File: config.mk
export PLATFORM = sky130hd
export DESIGN_NAME = qspi_flash_op_sequencer_flat
export DESIGN_NICKNAME = d
export VERILOG_FILES = /design/src/rtl/qspi_flash_op_sequencer_if.sv /design/src/rtl/qspi_flash_op_sequencer.sv /design/src/flat_wrapper.sv
export SDC_FILE = /design/constraint.sdc
export NUM_CORES = 1
export LEC_CHECK = 0
export ABC_AREA = 1
export CAP_MARGIN = 15
export CORE_ASPECT_RATIO = 0.7
export CORE_UTILIZATION = 25
export CTS_CLUSTER_DIAMETER = 80
export DETAILED_ROUTE_END_ITERATION = 10
export PLACE_DENSITY = 0.52
export SETUP_SLACK_MARGIN = 0.1
export SYNTH_ARGS = -nofsm -noshare
export SYNTH_HDL_FRONTEND = slang
export SYNTH_SLANG_ARGS = --single-unit
File: constraint.sdc
create_clock -name clk_i -period 3.7 [get_ports clk_i]
set_clock_uncertainty 0.1 [all_clocks]
set_input_delay 0.925 -clock clk_i [delete_from_list [all_inputs] [get_ports clk_i]]
set_output_delay 0.925 -clock clk_i [all_outputs]
set_load 0.02 [all_outputs]
File: src/rtl/qspi_flash_op_sequencer_if.sv
// Purpose: bundles the operation request port and the engine transaction port of the sequencer.
// Latency: wires only, no storage.
// Backpressure: op side via op_ready_o; engine side holds eng_req_o until eng_ack_i.
interface qspi_flash_op_sequencer_if #(
  parameter int AW = 24
);
  // Operation request side (register block -> sequencer)
  logic          op_valid_i;
  logic          op_ready_o;
  logic [1:0]    op_type_i;
  logic [AW-1:0] op_addr_i;
  logic [8:0]    op_len_i;
  logic          busy_o;
  logic          done_o;
  logic          err_o;
  logic [7:0]    fsr_o;

  // Engine transaction side (sequencer -> QSPI transaction engine)
  logic          eng_req_o;
  logic [7:0]    eng_cmd_o;
  logic [AW-1:0] eng_addr_o;
  logic          eng_has_addr_o;
  logic [8:0]    eng_len_o;
  logic          eng_rd_o;
  logic          eng_ack_i;
  logic          eng_done_i;
  logic [7:0]    eng_rdata_i;

  // The sequencer itself: drives status and engine requests
  modport master (
    input  op_valid_i, op_type_i, op_addr_i, op_len_i,
    output op_ready_o, busy_o, done_o, err_o, fsr_o,
    output eng_req_o, eng_cmd_o, eng_addr_o, eng_has_addr_o, eng_len_o, eng_rd_o,
    input  eng_ack_i, eng_done_i, eng_rdata_i
  );

  // The surroundings: register block plus transaction engine
  modport slave (
    output op_valid_i, op_type_i, op_addr_i, op_len_i,
    input  op_ready_o, busy_o, done_o, err_o, fsr_o,
    input  eng_req_o, eng_cmd_o, eng_addr_o, eng_has_addr_o, eng_len_o, eng_rd_o,
    output eng_ack_i, eng_done_i, eng_rdata_i
  );
endinterface

File: src/rtl/qspi_flash_op_sequencer.sv
// Purpose: expands one flash program/erase/config op into WREN, op and RFSR-poll engine transactions.
// Latency: first engine request one cycle after accept; done/err one cycle after the final poll completes.
// Backpressure: op_ready_o only in IDLE; each engine request is held stable until eng_ack_i.
module qspi_flash_op_sequencer #(
  parameter int POLL_LIMIT = 65535,
  parameter int AW         = 24
) (
  input logic                       clk_i,
  input logic                       rst_ni,
  qspi_flash_op_sequencer_if.master bus
);

  localparam int CW = $clog2(POLL_LIMIT + 1);
  localparam logic [CW-1:0] POLL_MAX = CW'(POLL_LIMIT);

  localparam logic [7:0] CMD_WREN   = 8'h06;
  localparam logic [7:0] CMD_PP     = 8'h02;
  localparam logic [7:0] CMD_SE     = 8'hD8;
  localparam logic [7:0] CMD_BE     = 8'hC7;
  localparam logic [7:0] CMD_WRVECR = 8'h61;
  localparam logic [7:0] CMD_RFSR   = 8'h70;

  typedef enum logic [2:0] {
    S_IDLE,
    S_WREN_REQ,
    S_WREN_WAIT,
    S_OP_REQ,
    S_OP_WAIT,
    S_POLL_REQ,
    S_POLL_WAIT,
    S_DONE
  } state_e;

  state_e          state_q;
  logic [1:0]      op_type_q;
  logic [AW-1:0]   op_addr_q;
  logic [8:0]      op_len_q;
  logic [CW-1:0]   poll_cnt_q;

  logic            eng_req_q;
  logic [7:0]      eng_cmd_q;
  logic [AW-1:0]   eng_addr_q;
  logic            eng_has_addr_q;
  logic [8:0]      eng_len_q;
  logic            eng_rd_q;
  logic            done_q;
  logic            err_q;
  logic            busy_q;
  logic [7:0]      fsr_q;

  logic            op_legal;
  logic [CW-1:0]   poll_cnt_d;
  logic [7:0]      op_cmd_d;
  logic            op_has_addr_d;
  logic [AW-1:0]   op_addr_d;
  logic [8:0]      op_len_d;

  // Decode request legality, the next poll count and the fields of the main operation transaction
  always_comb begin
    op_legal      = (bus.op_type_i != 2'd0) || ((bus.op_len_i != 9'd0) && (bus.op_len_i <= 9'd256));
    poll_cnt_d    = poll_cnt_q + 1'b1;
    op_cmd_d      = CMD_PP;
    op_has_addr_d = 1'b1;
    op_len_d      = op_len_q;
    case (op_type_q)
      2'd1: begin
        op_cmd_d = CMD_SE;
        op_len_d = 9'd0;
      end
      2'd2: begin
        op_cmd_d      = CMD_BE;
        op_has_addr_d = 1'b0;
        op_len_d      = 9'd0;
      end
      2'd3: begin
        op_cmd_d      = CMD_WRVECR;
        op_has_addr_d = 1'b0;
        op_len_d      = 9'd1;
      end
      default: ;
    endcase
    op_addr_d = op_has_addr_d ? op_addr_q : '0;
  end

  // Sequencer FSM with registered engine request, status pulses and captured flag status
  always_ff @(posedge clk_i or negedge rst_ni) begin
    if (!rst_ni) begin
      state_q        <= S_IDLE;
      op_type_q      <= 2'd0;
      op_addr_q      <= '0;
      op_len_q       <= 9'd0;
      poll_cnt_q     <= '0;
      eng_req_q      <= 1'b0;
      eng_cmd_q      <= 8'h00;
      eng_addr_q     <= '0;
      eng_has_addr_q <= 1'b0;
      eng_len_q      <= 9'd0;
      eng_rd_q       <= 1'b0;
      done_q         <= 1'b0;
      err_q          <= 1'b0;
      busy_q         <= 1'b0;
      fsr_q          <= 8'h00;
    end else begin
      done_q <= 1'b0;
      err_q  <= 1'b0;
      case (state_q)
        S_IDLE: begin
          if (bus.op_valid_i) begin
            if (op_legal) begin
              op_type_q      <= bus.op_type_i;
              op_addr_q      <= bus.op_addr_i;
              op_len_q       <= bus.op_len_i;
              poll_cnt_q     <= '0;
              state_q        <= S_WREN_REQ;
              busy_q         <= 1'b1;
              eng_req_q      <= 1'b1;
              eng_cmd_q      <= CMD_WREN;
              eng_addr_q     <= '0;
              eng_has_addr_q <= 1'b0;
              eng_len_q      <= 9'd0;
              eng_rd_q       <= 1'b0;
            end else begin
              // Bad page-program length: flag it and never touch the engine
              err_q <= 1'b1;
            end
          end
        end
        S_WREN_REQ: begin
          if (bus.eng_ack_i) begin
            eng_req_q <= 1'b0;
            state_q   <= S_WREN_WAIT;
          end
        end
        S_WREN_WAIT: begin
          if (bus.eng_done_i) begin
            state_q        <= S_OP_REQ;
            eng_req_q      <= 1'b1;
            eng_cmd_q      <= op_cmd_d;
            eng_addr_q     <= op_addr_d;
            eng_has_addr_q <= op_has_addr_d;
            eng_len_q      <= op_len_d;
            eng_rd_q       <= 1'b0;
          end
        end
        S_OP_REQ: begin
          if (bus.eng_ack_i) begin
            eng_req_q <= 1'b0;
            state_q   <= S_OP_WAIT;
          end
        end
        S_OP_WAIT: begin
          if (bus.eng_done_i) begin
            state_q        <= S_POLL_REQ;
            eng_req_q      <= 1'b1;
            eng_cmd_q      <= CMD_RFSR;
            eng_addr_q     <= '0;
            eng_has_addr_q <= 1'b0;
            eng_len_q      <= 9'd1;
            eng_rd_q       <= 1'b1;
          end
        end
        S_POLL_REQ: begin
          if (bus.eng_ack_i) begin
            eng_req_q <= 1'b0;
            state_q   <= S_POLL_WAIT;
          end
        end
        S_POLL_WAIT: begin
          if (bus.eng_done_i) begin
            fsr_q <= bus.eng_rdata_i;
            if (bus.eng_rdata_i[7]) begin
              state_q <= S_DONE;
              done_q  <= 1'b1;
            end else if (poll_cnt_d == POLL_MAX) begin
              // Flash never reported ready: give up straight back to IDLE
              state_q <= S_IDLE;
              busy_q  <= 1'b0;
              err_q   <= 1'b1;
            end else begin
              // RFSR fields are still in place from the previous poll
              poll_cnt_q <= poll_cnt_d;
              state_q    <= S_POLL_REQ;
              eng_req_q  <= 1'b1;
            end
          end
        end
        S_DONE: begin
          state_q <= S_IDLE;
          busy_q  <= 1'b0;
        end
        default: begin
          state_q   <= S_IDLE;
          busy_q    <= 1'b0;
          eng_req_q <= 1'b0;
        end
      endcase
    end
  end

  assign bus.op_ready_o     = (state_q == S_IDLE);
  assign bus.busy_o         = busy_q;
  assign bus.done_o         = done_q;
  assign bus.err_o          = err_q;
  assign bus.fsr_o          = fsr_q;
  assign bus.eng_req_o      = eng_req_q;
  assign bus.eng_cmd_o      = eng_cmd_q;
  assign bus.eng_addr_o     = eng_addr_q;
  assign bus.eng_has_addr_o = eng_has_addr_q;
  assign bus.eng_len_o      = eng_len_q;
  assign bus.eng_rd_o       = eng_rd_q;

endmodule

File: src/flat_wrapper.sv
// flat-port wrapper written by rule: the top's interface ports become plain ports
module qspi_flash_op_sequencer_flat 
#(
  parameter int POLL_LIMIT = 65535,
  parameter int AW         = 24
)
  (clk_i, rst_ni, bus_op_valid_i, bus_op_type_i, bus_op_addr_i, bus_op_len_i, bus_op_ready_o, bus_busy_o, bus_done_o, bus_err_o, bus_fsr_o, bus_eng_req_o, bus_eng_cmd_o, bus_eng_addr_o, bus_eng_has_addr_o, bus_eng_len_o, bus_eng_rd_o, bus_eng_ack_i, bus_eng_done_i, bus_eng_rdata_i);
  qspi_flash_op_sequencer_if #(.AW(AW)) bus_i ();
  input logic clk_i;
  input logic rst_ni;
  input wire logic [$bits(bus_i.op_valid_i)-1:0] bus_op_valid_i;
  input wire logic [$bits(bus_i.op_type_i)-1:0] bus_op_type_i;
  input wire logic [$bits(bus_i.op_addr_i)-1:0] bus_op_addr_i;
  input wire logic [$bits(bus_i.op_len_i)-1:0] bus_op_len_i;
  output wire logic [$bits(bus_i.op_ready_o)-1:0] bus_op_ready_o;
  output wire logic [$bits(bus_i.busy_o)-1:0] bus_busy_o;
  output wire logic [$bits(bus_i.done_o)-1:0] bus_done_o;
  output wire logic [$bits(bus_i.err_o)-1:0] bus_err_o;
  output wire logic [$bits(bus_i.fsr_o)-1:0] bus_fsr_o;
  output wire logic [$bits(bus_i.eng_req_o)-1:0] bus_eng_req_o;
  output wire logic [$bits(bus_i.eng_cmd_o)-1:0] bus_eng_cmd_o;
  output wire logic [$bits(bus_i.eng_addr_o)-1:0] bus_eng_addr_o;
  output wire logic [$bits(bus_i.eng_has_addr_o)-1:0] bus_eng_has_addr_o;
  output wire logic [$bits(bus_i.eng_len_o)-1:0] bus_eng_len_o;
  output wire logic [$bits(bus_i.eng_rd_o)-1:0] bus_eng_rd_o;
  input wire logic [$bits(bus_i.eng_ack_i)-1:0] bus_eng_ack_i;
  input wire logic [$bits(bus_i.eng_done_i)-1:0] bus_eng_done_i;
  input wire logic [$bits(bus_i.eng_rdata_i)-1:0] bus_eng_rdata_i;
  assign bus_i.op_valid_i = bus_op_valid_i;
  assign bus_i.op_type_i = bus_op_type_i;
  assign bus_i.op_addr_i = bus_op_addr_i;
  assign bus_i.op_len_i = bus_op_len_i;
  assign bus_op_ready_o = bus_i.op_ready_o;
  assign bus_busy_o = bus_i.busy_o;
  assign bus_done_o = bus_i.done_o;
  assign bus_err_o = bus_i.err_o;
  assign bus_fsr_o = bus_i.fsr_o;
  assign bus_eng_req_o = bus_i.eng_req_o;
  assign bus_eng_cmd_o = bus_i.eng_cmd_o;
  assign bus_eng_addr_o = bus_i.eng_addr_o;
  assign bus_eng_has_addr_o = bus_i.eng_has_addr_o;
  assign bus_eng_len_o = bus_i.eng_len_o;
  assign bus_eng_rd_o = bus_i.eng_rd_o;
  assign bus_i.eng_ack_i = bus_eng_ack_i;
  assign bus_i.eng_done_i = bus_eng_done_i;
  assign bus_i.eng_rdata_i = bus_eng_rdata_i;
  qspi_flash_op_sequencer #(.POLL_LIMIT(POLL_LIMIT), .AW(AW)) u_core (.clk_i(clk_i), .rst_ni(rst_ni), .bus(bus_i));
endmodule
==> results by group, run 1 <==
CTS
  • Total of cells resized after clock tree synthesis: 0
  • Number of hold-repair buffers added at the cts stage: 0
  • Post-CTS setup buffer count: 0
  • Number of buffers inserted during clock tree synthesis: 9
  • Clock transition time at the flip-flop clock pins of the worst setup and hold paths: 80 ps
  • TritonCTS clock tree: built
  • Worst skew pair latency: 360 ps
  • Max clock buf depth: 2
  • Buffer type at the clock tree root: sky130_fd_sc_hd__clkbuf_16
  • Number of levels the H-tree was split into: 3
  • Clock Sink Count: 109

Global routing
  • Global routing usage on met1: 19.0%
  • Global-route wire length before repair: 21600 um
  • Residual overflow from global routing: 0
  • Most Used Layer, Global Route: met1
  • Initial antenna violation count: 0
  • Vias in the first global route: 4059
  • Overall fraction of global-route tracks in use: 13.2%
  • Maximum number of pins on one net before global-route repair: 63
  • Global Route met3 Usage: 4.93%
  • Met2 layer usage reported by global route: 18.7%

Power and ir drop
  • Switching share of power: 40.2%
  • Sequential group share of total power: 38.1%
  • Clock group share of total power: 20.7%
  • Worst IR drop on VDD: 0.272 mV
  • Portion of total power attributed to combinational logic: 41.2%
  • Power per standard cell area: 701 nW/um^2
  • Internal cell power: 0.00285 W
  • Leakage power figure: 3.18 nW
  • Switching power total: 0.00191 W

Hold path
  • Classification of the worst-slack hold path: reg2reg

STA
  • Setup TNS Final: 0 ps
  • RSZ-0062 raised after global routing: false
  • Final clock period utilization by the worst path: 82.4%
  • Slew at the pin closest to its max-slew limit: 784 ps
  • Timing-limited maximum frequency: 328 MHz
  • Relative slew margins: 47.5%
  • Number of hold violations in the final report: 0
  • Crit path time final: 3050 ps
  • Setup violators final: 0
  • Final Max Tran Viols: 0

Synthesis
  • Async S/R FF share, synth: 100%
  • Count of state elements after synthesis: 109
  • Main area contributors after synthesis: sky130_fd_sc_hd__dfrtp_1, sky130_fd_sc_hd__nand2_1, sky130_fd_sc_hd__nor2_1
  • Register area share after synthesis: 53.4%
  • Yosys synthesis warning count: 0
  • Cell area after synthesis: 5110 sq um
  • Number of distinct standard cells referenced by the synthesized netlist: 32
  • Synthesized instance count: 620
  • Number of nets in the synthesized netlist: 675
  • Average size of a mapped cell: 8.24 sq um
  • Portion of synthesized cell area occupied by the leading cell type: 53.4%
  • Dominant register cell in the synthesized netlist: sky130_fd_sc_hd__dfrtp_1
  • Number of synthesized flops with an enable pin: 0
  • Cell type with the highest aggregate area in the netlist: sky130_fd_sc_hd__dfrtp_1

Job
  • Count of max-cap constraint violations: 0

Critical path
  • Critical path arrival: 2020 ps
  • Required time of the critical path: 2670 ps
  • Type of origin of the critical path: register
  • Type of the worst setup path: reg2out
  • Largest fanout on the critical path: 5
  • Endpoint type of the worst setup path: output port

Final layout
  • Ant. Diodes: 0
  • Non-filler cells in the finished layout: 998
  • Register Area: 2730 sq um
  • Area of the multi-input gates: 2030 sq um
  • Fill cells: 2151
  • Fraction of layout instances using a drive strength above 1: 7.97%
  • Layout Area Growth over Synthesis: 32.8%
  • Fin nets: 778

Detailed routing
  • Residual antenna-violating net count after detailed routing: 0
  • Number of design rule violations left after detail routing: 0
  • Routed wire length: 13100 um
  • Detail-routed net length per standard cell: 13.2 um
  • Pre-Repair DR Iteration Count: 4
  • Detailed router's first-iteration violation count: 238
  • Vias per cell: 4.11
  • Vias after detailed routing: 4104

Floorplanning
  • DIE WIDTH: 173 um
  • Starting density of the core: 25.7%
  • Number of ports placed on the die boundary: 104
  • Core region area: 19900 sq um
  • Vertical die dimension: 122 um
  • Row count: 43
  • Area of the die: 21000 sq um

Placement
  • Number of buffers added on ports: 103
  • Post-Place Cells: 982
  • Final weighted congestion of routability-driven global placement: 0.811
  • DP HPWL: 9410 um

Outcome
  • Result of the run: finished clean
==> cell families after synthesis <==
family	count (synthesis)	share of synthesized area, %
xor+xnor	3	0.514
simple gates	333	27.9
flops	109	53.4
fa+ha+maj	7	1.71
mux	9	1.98
buf+inv	86	7.10
compound gates	73	7.42
==> registers in the layout, summed over array words and instances (netlist names), 2 cells and up <==
name                   count
u_core.op_addr_q          24
u_core.poll_cnt_q         16
u_core.op_type_q           2
u_core.bus.eng_cmd_o       8
u_core.bus.fsr_o           8
u_core.bus.eng_addr_o     24
u_core.op_len_q            9
u_core.state_q             3
u_core.bus.eng_len_o       9
==> synth_stat cells, types with 3 or more instances <==
master,n
sky130_fd_sc_hd__a21oi_1,23
sky130_fd_sc_hd__buf_2,9
sky130_fd_sc_hd__clkbuf_1,7
sky130_fd_sc_hd__dfrtp_1,109
sky130_fd_sc_hd__ha_1,7
sky130_fd_sc_hd__inv_1,64
sky130_fd_sc_hd__mux2_2,9
sky130_fd_sc_hd__nand2_1,194
sky130_fd_sc_hd__nand2_2,4
sky130_fd_sc_hd__nand3_1,44
sky130_fd_sc_hd__nand4_1,10
sky130_fd_sc_hd__nor2_1,65
sky130_fd_sc_hd__nor2_2,8
sky130_fd_sc_hd__nor2_4,3
sky130_fd_sc_hd__o21ai_0,34
sky130_fd_sc_hd__o21ai_1,10
==> power by group through the flow <==
stage / sequential (W) / combinational [W] / clock (W)
2_1_floorplan: 0.00202 / 0.000973 / 0
3_3_place_gp: 0.00184 / 0.00198 / 0
3_5_place_dp: 0.00183 / 0.00200 / 0
4_1_cts: 0.00182 / 0.00200 / 0.00103
5_1_grt: 0.00187 / 0.00219 / 0.00107
6_report: 0.00181 / 0.00196 / 0.000985
==> metal layers <==
metal | part of all wire, % | up-vias
met5 | 0 | -
met4 | 1.1 | 0
met3 | 6.1 | 9
met2 | 40 | 76
met1 | 53 | 1860
li1 | - | 2159
==> cell usage in the layout, fill, tap and decap left out, types with 3 or more instances in the layout <==
cell,instances
sky130_fd_sc_hd__a21oi_1,23
sky130_fd_sc_hd__buf_12,3
sky130_fd_sc_hd__buf_4,5
sky130_fd_sc_hd__clkbuf_16,9
sky130_fd_sc_hd__clkdlybuf4s50_1,102
sky130_fd_sc_hd__clkinv_8,3
sky130_fd_sc_hd__dfrtp_1,109
sky130_fd_sc_hd__ha_1,7
sky130_fd_sc_hd__inv_1,64
sky130_fd_sc_hd__mux2_2,9
sky130_fd_sc_hd__nand2_1,193
sky130_fd_sc_hd__nand2_2,5
sky130_fd_sc_hd__nand3_1,43
sky130_fd_sc_hd__nand3_2,3
sky130_fd_sc_hd__nand4_1,10
sky130_fd_sc_hd__nor2_1,65
sky130_fd_sc_hd__nor2_2,8
sky130_fd_sc_hd__nor2_4,3
sky130_fd_sc_hd__o21ai_0,34
sky130_fd_sc_hd__o21ai_1,10
==> area by class of cell <==
| cell class | instances | area share [%] |
|---|---|---|
| clock buffers | 9 | 3.32 |
| clock inverters | 7 | 1.22 |
| inverters | 68 | 3.96 |
| multi-input cells | 425 | 29.9 |
| flip-flops and latches | 109 | 40.2 |
| well taps | 270 | 4.98 |
| repair buffers | 110 | 16.5 |
==> per-stage QoR <==
stage	hold slack [ps]	utilization (%)	setup slack [ps]	instance area [sq um]	power (W)
after global placement	358	32.6	415	6480	0.00381
after detailed placement	358	32.6	417	6480	0.00382
after CTS	380	34.1	631	6790	0.00484
final	374	34.1	651	6790	0.00476
after floorplan	353	-	1300	5110	0.00299
after global routing	399	34.1	522	6790	0.00513
==> final timing paths <==
check / slack [ps] / cells past startpoint / start / endpoint
worst max-delay path: 650 / 4 / u_core.state_q[0] / bus_op_ready_o
worst min-delay path: 370 / 2 / u_core.bus.fsr_o[2] / u_core.bus.fsr_o[2]
worst max register to register: 1290 / 13 / u_core.poll_cnt_q[0] / u_core.poll_cnt_q[11]
worst min register to register: 370 / 2 / u_core.bus.fsr_o[2] / u_core.bus.fsr_o[2]
max in group asynchronous: 2270 / 2 / rst_ni / u_core.bus.eng_addr_o[3]
min in group asynchronous: 490 / 1 / rst_ni / u_core.poll_cnt_q[7]
==> critical path: stages, from the launching register on <==
cell and delay, ps:
sky130_fd_sc_hd__dfrtp_1 430, sky130_fd_sc_hd__nor2_1 150, sky130_fd_sc_hd__inv_1 60, sky130_fd_sc_hd__nor2_1 310, sky130_fd_sc_hd__clkdlybuf4s50_1 710
Power figures use the tool's default switching activity.
==> inputs of run 2 (changes only) <==
PLACE_DENSITY = 0.53   (was 0.52)
clock period = 2.6 ns   (was 3.7 ns; I/O delays follow)
==> results by group, run 2 (same netlist as run 1, synthesis figures left out) <==
Outcome
  • Result of the run: finished clean

Critical path
  • Critical path arrival: 1530 ps
  • Type of origin of the critical path: register
  • Worst r2r path cells: 15
  • Required time of the critical path: 1850 ps
  • Type of the worst setup path: reg2out
  • Endpoint type of the worst setup path: output port
  • Largest fanout on the critical path: 6

CTS
  • Buffer type at the clock tree root: sky130_fd_sc_hd__clkbuf_16
  • Number of levels the H-tree was split into: 3
  • Clock transition time at the flip-flop clock pins of the worst setup and hold paths: 70 ps
  • Max clock buf depth: 2
  • Number of buffers inserted during clock tree synthesis: 9
  • Clock Sink Count: 109
  • Worst skew pair latency: 350 ps
  • Number of hold-repair buffers added at the cts stage: 0
  • TritonCTS clock tree: built

Placement
  • DP HPWL: 9720 um
  • Post-Place Cells: 1001
  • Worst slack after detailed placement: -11.7 ps
  • Final weighted congestion of routability-driven global placement: 0.762
  • Number of buffers added on ports: 103

Final layout
  • Non-filler cells in the finished layout: 1023
  • Commonest cells after routing, fill and taps aside: sky130_fd_sc_hd__nand2_1, sky130_fd_sc_hd__dfrtp_1, sky130_fd_sc_hd__clkdlybuf4s50_1
  • Fin nets: 805
  • Fill cells: 2088
  • Ant. Diodes: 0
  • Layout Area Growth over Synthesis: 38.1%
  • Final design utilization: 35.5%
  • Fraction of layout instances using a drive strength above 1: 11.3%
  • Leading cell type in the layout, fill and taps excluded: sky130_fd_sc_hd__nand2_1

Detailed routing
  • Pre-Repair DR Iteration Count: 4
  • Detailed router's first-iteration violation count: 267
  • Routed wire length: 13600 um
  • Vias per cell: 4.20
  • Number of design rule violations left after detail routing: 0
  • Detail-routed net length per standard cell: 13.3 um
  • Residual antenna-violating net count after detailed routing: 0
  • Vias after detailed routing: 4298

STA
  • Setup TNS Final: 0 ps
  • Relative slew margins: 58.0%
  • Timing-limited maximum frequency: 438 MHz
  • RSZ-0062 raised after global routing: false
  • Setup violators final: 0
  • Number of hold violations in the final report: 0
  • Worst path setup slack after routing: 316 ps
  • Slew at the pin closest to its max-slew limit: 629 ps
  • Final Max Tran Viols: 0
  • Crit path time final: 2280 ps
  • Final clock period utilization by the worst path: 87.8%

Hold path
  • Classification of the worst-slack hold path: in2async

Floorplanning
  • Number of ports placed on the die boundary: 104
  • Core region area: 19900 sq um
  • Starting density of the core: 25.7%
  • Vertical die dimension: 122 um
  • Area of the die: 21000 sq um
  • Row count: 43
  • DIE WIDTH: 173 um

Power and ir drop
  • Worst IR drop on VDD: 0.486 mV
  • Power per standard cell area: 999 nW/um^2
  • Leakage power figure: 3.33 nW
  • PnR Total Power: 0.00706 W

Global routing
  • Initial antenna violation count: 0
  • Residual overflow from global routing: 0
  • Overall fraction of global-route tracks in use: 13.5%
  • Vias in the first global route: 4230
  • Maximum number of pins on one net before global-route repair: 43
  • Global-route wire length before repair: 22300 um

Job
  • Count of max-cap constraint violations: 0
run 2: area by class of cell:
class / instances / area (sq um) / area share (%)
sequential: 109 / 2730 / 38.6
multi-input combinational: 427 / 2080 / 29.5
timing repair buffer: 135 / 1360 / 19.2
tap: 270 / 338 / 4.78
inverter: 68 / 269 / 3.81
clock buffer: 10 / 239 / 3.38
clock inverter: 4 / 50.0 / 0.709
run 2: per-layer routing:
layer	global-route usage (%)	up-vias	wire, um
met1	19.2	1979	6990
met2	19.9	83	5730
met3	3.87	10	749
met4	3.48	0	116
met5	0	-	0
li1	-	2226	-
run 2: final timing paths:
kind                                      startpoint                        end  slack, ps
worst max-delay path               u_core.state_q[1]             bus_op_ready_o        320
worst max register to register  u_core.poll_cnt_q[1]      u_core.poll_cnt_q[12]        330
min in group clk_i               u_core.bus.fsr_o[5]        u_core.bus.fsr_o[5]        380
worst min-delay path                          rst_ni        u_core.op_addr_q[4]        220
max in group asynchronous                     rst_ni  u_core.bus.eng_addr_o[12]       1570
worst min register to register   u_core.bus.fsr_o[5]        u_core.bus.fsr_o[5]        380
run 2: timing repair:
| item | CTS | global route |
|---|---|---|
| gates resized for setup | 1 | 6 |
| pin swaps | 0 | 3 |
| gates cloned | 0 | 2 |
| endpoints found under the setup margin | 1 | 17 |
| buffers inserted | 0 | 6 |
run 2: metrics by stage:
stage	hold WS (ps)	area [sq um]
CTS	231	6960
detailed placement	366	6670
finish	218	7060
global route	262	7060
floorplan	254	5110
global placement	360	6670
run 2: where the power goes:
| group | switching [W] | internal, W | leakage [nW] |
|---|---|---|---|
| clock | 0.000621 | 0.000762 | 0.136 |
| combinational | 0.00178 | 0.00132 | 1.79 |
| sequential | 0.000320 | 0.00225 | 1.39 |
run 2: critical path, stage by stage, from the launching register on:
cell and delay, ps:
sky130_fd_sc_hd__dfrtp_1 450, sky130_fd_sc_hd__nor2_1 160, sky130_fd_sc_hd__inv_1 80, sky130_fd_sc_hd__nor2_1 120, sky130_fd_sc_hd__dlygate4sd2_1 380
